File: src/rtl/affine_sample_window.sv
// Sliding 6-sample window feeder for the affine 6-tap MCM filters, with edge replication.
// Optional build macro AFFINE_WIN_COL_EN adds out_col (centre index of each window).
module affine_sample_window #(
  parameter int IN_SIZE = 8,
  parameter int LEN_W   = 8
) (
  input  logic                      clk,
  input  logic                      rst_n,
  input  logic                      in_valid,
  output logic                      in_ready,
  input  logic signed [IN_SIZE-1:0] in_data,
  input  logic                      in_sol,
  input  logic                      in_eol,
  input  logic [3:0]                frac_in,
  output logic                      out_valid,
  input  logic                      out_ready,
  output logic signed [IN_SIZE-1:0] out_x0,
  output logic signed [IN_SIZE-1:0] out_x1,
  output logic signed [IN_SIZE-1:0] out_x2,
  output logic signed [IN_SIZE-1:0] out_x3,
  output logic signed [IN_SIZE-1:0] out_x4,
  output logic signed [IN_SIZE-1:0] out_x5,
  output logic [3:0]                out_frac,
`ifdef AFFINE_WIN_COL_EN
  output logic [LEN_W-1:0]          out_col,
`endif
  output logic                      out_eol
);

  typedef enum logic [1:0] {IDLE, FILL, RUN, FLUSH} state_t;

  state_t                    state, state_nxt;
  logic signed [IN_SIZE-1:0] win_p0 [6];
  logic signed [IN_SIZE-1:0] shift_p0 [6];
  logic signed [IN_SIZE-1:0] win_p1 [6];
  logic signed [IN_SIZE-1:0] ins;
  logic [LEN_W-1:0]          j_p0, j_nxt, end_p0, end_nxt;
  logic [3:0]                frac_p0, frac_nxt, frac_p1;
  logic                      vld_p1, eol_p1;
  logic                      free, rdy, start, step, load, emit, last;
`ifdef AFFINE_WIN_COL_EN
  logic [LEN_W-1:0]          col_p1;
`endif

  function automatic logic [LEN_W-1:0] sat_inc(input logic [LEN_W-1:0] v);
    return (v == {LEN_W{1'b1}}) ? v : v + LEN_W'(1);
  endfunction

  assign free     = !vld_p1 || out_ready;
  assign in_ready = rst_n && rdy;

  always_comb begin
    state_nxt = state;
    rdy       = 1'b0;
    start     = 1'b0;
    step      = 1'b0;
    load      = 1'b0;
    emit      = 1'b0;
    last      = 1'b0;
    ins       = in_data;
    j_nxt     = j_p0;
    end_nxt   = end_p0;
    frac_nxt  = frac_p0;
    case (state)
      IDLE: begin
        rdy   = 1'b1;
        start = in_valid && in_sol;
      end
      FILL, RUN: begin
        // the shift that completes the fill emits, so it needs a free output slot
        rdy   = (state == RUN || j_p0 == LEN_W'(2)) ? free : 1'b1;
        start = in_valid && rdy && in_sol;
        step  = in_valid && rdy && !in_sol;
      end
      FLUSH: begin
        step = free;
        ins  = win_p0[5];
      end
      default: ;
    endcase
    if (start) begin
      load      = 1'b1;
      j_nxt     = '0;
      frac_nxt  = frac_in;
      end_nxt   = LEN_W'(3);
      state_nxt = in_eol ? FLUSH : FILL;
    end
    if (step) begin
      j_nxt = sat_inc(j_p0);
      emit  = (j_nxt >= LEN_W'(3));
      if (state == FLUSH) begin
        if (j_nxt == end_p0) begin
          last      = 1'b1;
          state_nxt = IDLE;
        end
      end else if (in_eol) begin
        // sample index is j+1, so the final shift count N+2 equals j+4
        end_nxt   = j_p0 + LEN_W'(4);
        state_nxt = FLUSH;
      end else if (emit) begin
        state_nxt = RUN;
      end
    end
  end

  always_comb begin
    for (int i = 0; i < 5; i++) shift_p0[i] = win_p0[i+1];
    shift_p0[5] = ins;
  end

  // stage p0: window and line control
  always_ff @(posedge clk or negedge rst_n) begin
    if (!rst_n) begin
      state   <= IDLE;
      j_p0    <= '0;
      end_p0  <= '0;
      frac_p0 <= '0;
      for (int i = 0; i < 6; i++) win_p0[i] <= '0;
    end else begin
      state   <= state_nxt;
      j_p0    <= j_nxt;
      end_p0  <= end_nxt;
      frac_p0 <= frac_nxt;
      if (load) begin
        for (int i = 0; i < 6; i++) win_p0[i] <= in_data;
      end else if (step) begin
        for (int i = 0; i < 6; i++) win_p0[i] <= shift_p0[i];
      end
    end
  end

  // stage p1: output register
  always_ff @(posedge clk or negedge rst_n) begin
    if (!rst_n) begin
      vld_p1  <= 1'b0;
      eol_p1  <= 1'b0;
      frac_p1 <= '0;
      for (int i = 0; i < 6; i++) win_p1[i] <= '0;
`ifdef AFFINE_WIN_COL_EN
      col_p1  <= '0;
`endif
    end else if (emit) begin
      vld_p1  <= 1'b1;
      eol_p1  <= last;
      frac_p1 <= frac_p0;
      for (int i = 0; i < 6; i++) win_p1[i] <= shift_p0[i];
`ifdef AFFINE_WIN_COL_EN
      col_p1  <= j_nxt - LEN_W'(3);
`endif
    end else if (out_ready) begin
      vld_p1  <= 1'b0;
      eol_p1  <= 1'b0;
      frac_p1 <= '0;
      for (int i = 0; i < 6; i++) win_p1[i] <= '0;
`ifdef AFFINE_WIN_COL_EN
      col_p1  <= '0;
`endif
    end
  end

  assign out_valid = vld_p1;
  assign out_eol   = eol_p1;
  assign out_frac  = frac_p1;
  assign out_x0    = win_p1[0];
  assign out_x1    = win_p1[1];
  assign out_x2    = win_p1[2];
  assign out_x3    = win_p1[3];
  assign out_x4    = win_p1[4];
  assign out_x5    = win_p1[5];
`ifdef AFFINE_WIN_COL_EN
  assign out_col   = col_p1;
`endif

endmodule

File: config.mk
export PLATFORM = sky130hd
export DESIGN_NAME = affine_sample_window
export DESIGN_NICKNAME = d
export VERILOG_FILES = /design/src/rtl/affine_sample_window.sv
export SDC_FILE = /design/constraint.sdc
export NUM_CORES = 1
export LEC_CHECK = 0
export BUFFER_PORTS_ARGS = -buffer_cell sky130_fd_sc_hd__buf_4
export CAP_MARGIN = 20
export CORE_UTILIZATION = 35
export DETAILED_ROUTE_END_ITERATION = 7
export HOLD_SLACK_MARGIN = 0.02
export PLACE_DENSITY = 0.61
export SYNTH_ARGS = -nofsm -noshare
export SYNTH_HDL_FRONTEND = slang
export SYNTH_SLANG_ARGS = --single-unit
File: constraint.sdc
create_clock -name clk -period 4.4 [get_ports clk]
set_input_delay 0.22 -clock clk [delete_from_list [all_inputs] [get_ports clk]]
set_output_delay 0.22 -clock clk [all_outputs]
set_load 0.01 [all_outputs]
==> flow_results.org <==
** Power and ir drop
- Maximum ir drop on the vdd rail :: 398 µV
- Internal power of the cells :: 3.36 mW
- In this run the static leakage power is 3.13 nW.
- Sequential cells account for 33.1% of the total power.
- Combinational cells account for 38.6% of the total power.
- Switch Pwr :: 2.07 mW
- In this run the power density over the cells is 781 mW/mm².
- In this run switching power makes up 38.1% of total power.
- The share of total power dissipated in the clock network is 28.3%.

** Clock tree
- TritonCTS built the clock tree.
- Total clock sinks :: 116
- Deepest level of the CTS H-tree :: 4
- Clock insertion delay at the later pin of the skew report :: 0.42 ns
- The clock passes through at most 2 buffers.
- Clk root buf :: sky130_fd_sc_hd__clkbuf_16
- Clk pin slew, worst setup/hold paths :: 0.06 ns
- Buffers inserted during clock tree synthesis total 17.

** Final layout
- Relative to the synthesized area, the layout overhead comes to 25.2%.
- Fin area :: 0.00695 mm²
- Footprint of the flip-flops and latches :: 0.00290 mm²
- The number of antenna diodes in the final layout is 0.
- Once layout is complete, the cells apart from fillers number 882.
- Cells with a size suffix above 1 make up 19.8% of the layout.
- Multi-input combinational cell area :: 0.00243 mm²
- Number of nets in the finished design :: 684
- Fill cell total of the finished layout :: 1502

** Floorplan
- The die covers 0.0164 mm².
- The floorplan step set the die height to 128 µm.
- Initial core utilization :: 36.2%
- During I/O placement, the number of pins put on the boundary was 73.
- Cell Rows :: 45
- The core region is 0.0153 mm².
- The floorplan step set the die width to 128 µm.

** Timing
- Adding up every negative setup slack in the final design gives 0 ns.
- Worst clock skew :: 0.00550 ns
- The final max-slew violation count is 0.
- Headroom to the max-slew limit :: 26.7%
- Setup repair after global routing missed its margin :: no
- The clock period could shrink to 3.24 ns.
- Setup slack on the critical path of the routed design comes to 1.16 ns.
- Final count of negative-setup-slack endpoints :: 0
- The final hold violation count was 0.
- At the pin with the least slew margin, the transition time is 1.09 ns.
- Based on the critical path, the design can be clocked at up to 309 MHz.
- WHS :: 0.0558 ns
- The final critical path takes up 73.6% of the cycle.

** Synth
- After Yosys synthesis, and, or, nand and nor cells account for 21.8% of the synthesized area.
- Synth Area in Compound Gates :: 14.3%
- Largest family of logic cells by synthesized area :: simple AND/OR/NAND/NOR gates
- Gate count of the mapped netlist :: 593
- Synth Register Bits :: 116
- Mapped Avg Cell Area :: 9.36 µm²
- Total of warnings raised by yosys :: 0
- After Yosys synthesis, XOR and XNOR cells account for 1.58% of the synthesized area.
- After synthesis the cells add up to 0.00555 mm².
- Of the post-synthesis cell area, the part taken by muxes is 4.17%.
- After Yosys synthesis, full adders, half adders and majority gates account for 1.80% of the synthesized area.
- Synth unique cells :: 44
- Post-Syn Nets :: 619
- In the synthesized netlist the async set-or-reset flop fraction comes to 100%.
- Among all flip-flop cells after synthesis, the most frequent one is sky130_fd_sc_hd__dfrtp_1.
- The synthesized design contains 0 enable-type register cells.
- Sequential elements use 52.3% of the synthesized area.

** Routing
- Uppermost layer routed :: met4
- The detailed router put a total of 6.82 mm of wire on met1.
- After detailed routing, the number of vias per cell comes to 5.02.
- The detailed router finished its first iteration with 259 violations.
- After detailed routing, the average wire length per cell comes to 15.7 µm.
- Remaining design rule violation count :: 0
- Wire segments on met2 add up to 6.17 mm in the final route.
- Antenna Violating Nets Remaining :: 0
- Routed wire length :: 13.8 mm
- Summed over all nets, wire length on met3 after detailed routing comes to 592 µm.
- Iteration count of the initial detailed-routing pass :: 5
- Detailed routing inserted a total of 4432 vias.

** Placement
- Worst setup slack after placement :: 1.17 ns
- Detailed placement finished with a half-perimeter wire length of 9.03 mm.
- Post-placement cell count :: 844
- Summing all placed instances gives a cell area of 0.00621 mm².
- The congestion estimate from routability-driven global placement came to 0.828.
- The count of buffers added on input and output ports is 72.

** Critical path
- Largest driver fanout on the critical path :: 47
- Critical path start-end classification :: register to register
- Traced cell by cell, the critical path runs through ha_1, nand3_1, o21ai_0, o221ai_1, o41a_2, buf_4, nand2_1, o21ai_0.
- Together, buffers and inverters on the worst path number 1.
- STA classifies the critical path startpoint as a register.
- The slowest stage of the critical path is the sky130_fd_sc_hd__o41a_2 cell.
- Delay-heaviest family, CP :: compound AO/OA/AOI/OAI gates
- In this design, the critical path's most frequently occurring cell is sky130_fd_sc_hd__o21ai_0.
- CP peak stage delay :: 0.86 ns
- For the worst setup path, the data required time is 4.69 ns.
- Data arrival at the endpoint of the critical path :: 3.53 ns
- STA classifies the critical path endpoint as a register.

** Outcome
- Status :: finished, final reports clean

** Global routing
- Remaining global-route overflow :: 0
- The number of global-route vias before repair came to 4438.
- The number of antenna violations at the first check in global routing was 0.
- Gr usage total :: 18.3%
- The first global-routing pass estimated 23.1 mm of wire.
- Largest net degree at the start of global routing :: 85

** Run
- Across the run, the number of max-cap violations was 0.

** Min path
- The min-delay analysis places its worst path in the category input pin to register.
synth_stat cells (8+ instances only):
library cell,instances,area [µm²]
sky130_fd_sc_hd__nand2b_1,56,350
sky130_fd_sc_hd__nand2_1,143,537
sky130_fd_sc_hd__clkbuf_1,26,97.6
sky130_fd_sc_hd__dfrtp_1,116,2900
sky130_fd_sc_hd__mux2_2,17,191
sky130_fd_sc_hd__a31oi_1,34,213
sky130_fd_sc_hd__o21ai_1,41,205
sky130_fd_sc_hd__nor2_1,22,82.6
sky130_fd_sc_hd__ha_1,8,100
sky130_fd_sc_hd__nand3_1,12,60.1
sky130_fd_sc_hd__a21oi_1,9,45.0
sky130_fd_sc_hd__o21ai_0,31,155
cells in the final DEF, fill, tap and decap left out, types with 9 or more instances in the layout:
cell type                   count
sky130_fd_sc_hd__clkbuf_16     17
sky130_fd_sc_hd__a21oi_1        9
sky130_fd_sc_hd__nand2_1      143
sky130_fd_sc_hd__nand3_1       12
sky130_fd_sc_hd__nor2_1        22
sky130_fd_sc_hd__nand2b_1      56
sky130_fd_sc_hd__o21ai_1       40
sky130_fd_sc_hd__a31oi_1       34
sky130_fd_sc_hd__o21ai_0       31
sky130_fd_sc_hd__dfrtp_1      116
sky130_fd_sc_hd__mux2_2        17
sky130_fd_sc_hd__buf_4         79
stage by stage:
step                utilization [%]  power (mW)
floorplan                         -        3.29
global placement               40.6        3.85
detailed placement             40.6        3.90
CTS                            45.2        5.47
global route                   45.4        5.84
finish                         45.4        5.43
area by class of cell:
cell class / count / area share (%)
Inverter: 6 / 0.324
Multi-Input combinational cell: 432 / 35.0
Timing Repair Buffer: 85 / 9.65
Tap cell: 211 / 3.80
Clock inverter: 12 / 2.86
Clock buffer: 20 / 6.57
Sequential cell: 116 / 41.8
cell families (layout without fill, tap and decap cells):
group	after synthesis	after routing
simple gates	259	259
fa+ha+maj	8	8
flops	116	116
mux	21	21
xor+xnor	10	10
compound gates	134	134
buf+inv	45	123
layer usage:
metal / GRT usage (%) / vias to the layer above
met4: 7.13 / 0
met3: 4.05 / 18
met2: 27.2 / 119
li1: - / 2156
met1: 25.9 / 2139
met5: 0 / -
state kept, by name, summed over array words and instances (netlist names), 2 cells and up:
name	flops
out_frac	4
out_x4	8
out_x1	8
frac_p0	4
state	2
out_x0	8
out_x2	8
shift_p0	40
end_p0	8
out_x3	8
j_p0	8
out_x5	8
final timing paths:
kind	start	endpoint	slack (ns)	depth (start not counted)
max in group asynchronous	rst_n	out_x4[1]$_DFFE_PN0P_	3.04	4
setup / recovery	j_p0[3]$_DFFE_PN0P_	out_x3[4]$_DFFE_PN0P_	1.16	8
setup reg to reg	j_p0[3]$_DFFE_PN0P_	out_x3[4]$_DFFE_PN0P_	1.16	8
min in group asynchronous	rst_n	state[1]$_DFF_PN0_	0.30	2
hold / removal	in_data[2]	shift_p0[10]$_DFFE_PN0P_	0.06	2
hold reg to reg	frac_p0[0]$_DFFE_PN0P_	frac_p0[0]$_DFFE_PN0P_	0.48	2
power by group through the flow:
stage,sequential (mW),clock (mW),combinational [mW]
after floorplan,1.76,0,1.53
after global placement,1.80,0,2.05
after detailed placement,1.81,0,2.10
after CTS,1.80,1.56,2.12
after global routing,1.85,1.62,2.37
final,1.80,1.54,2.09
timing repair:
item / in CTS / in global routing
buffers inserted: 0 / 0
hold buffers: 5 / 0
resized for setup: 0 / 0
hold endpoints to repair: 36 / 0
No activity file was read; power rests on OpenSTA's default activity.
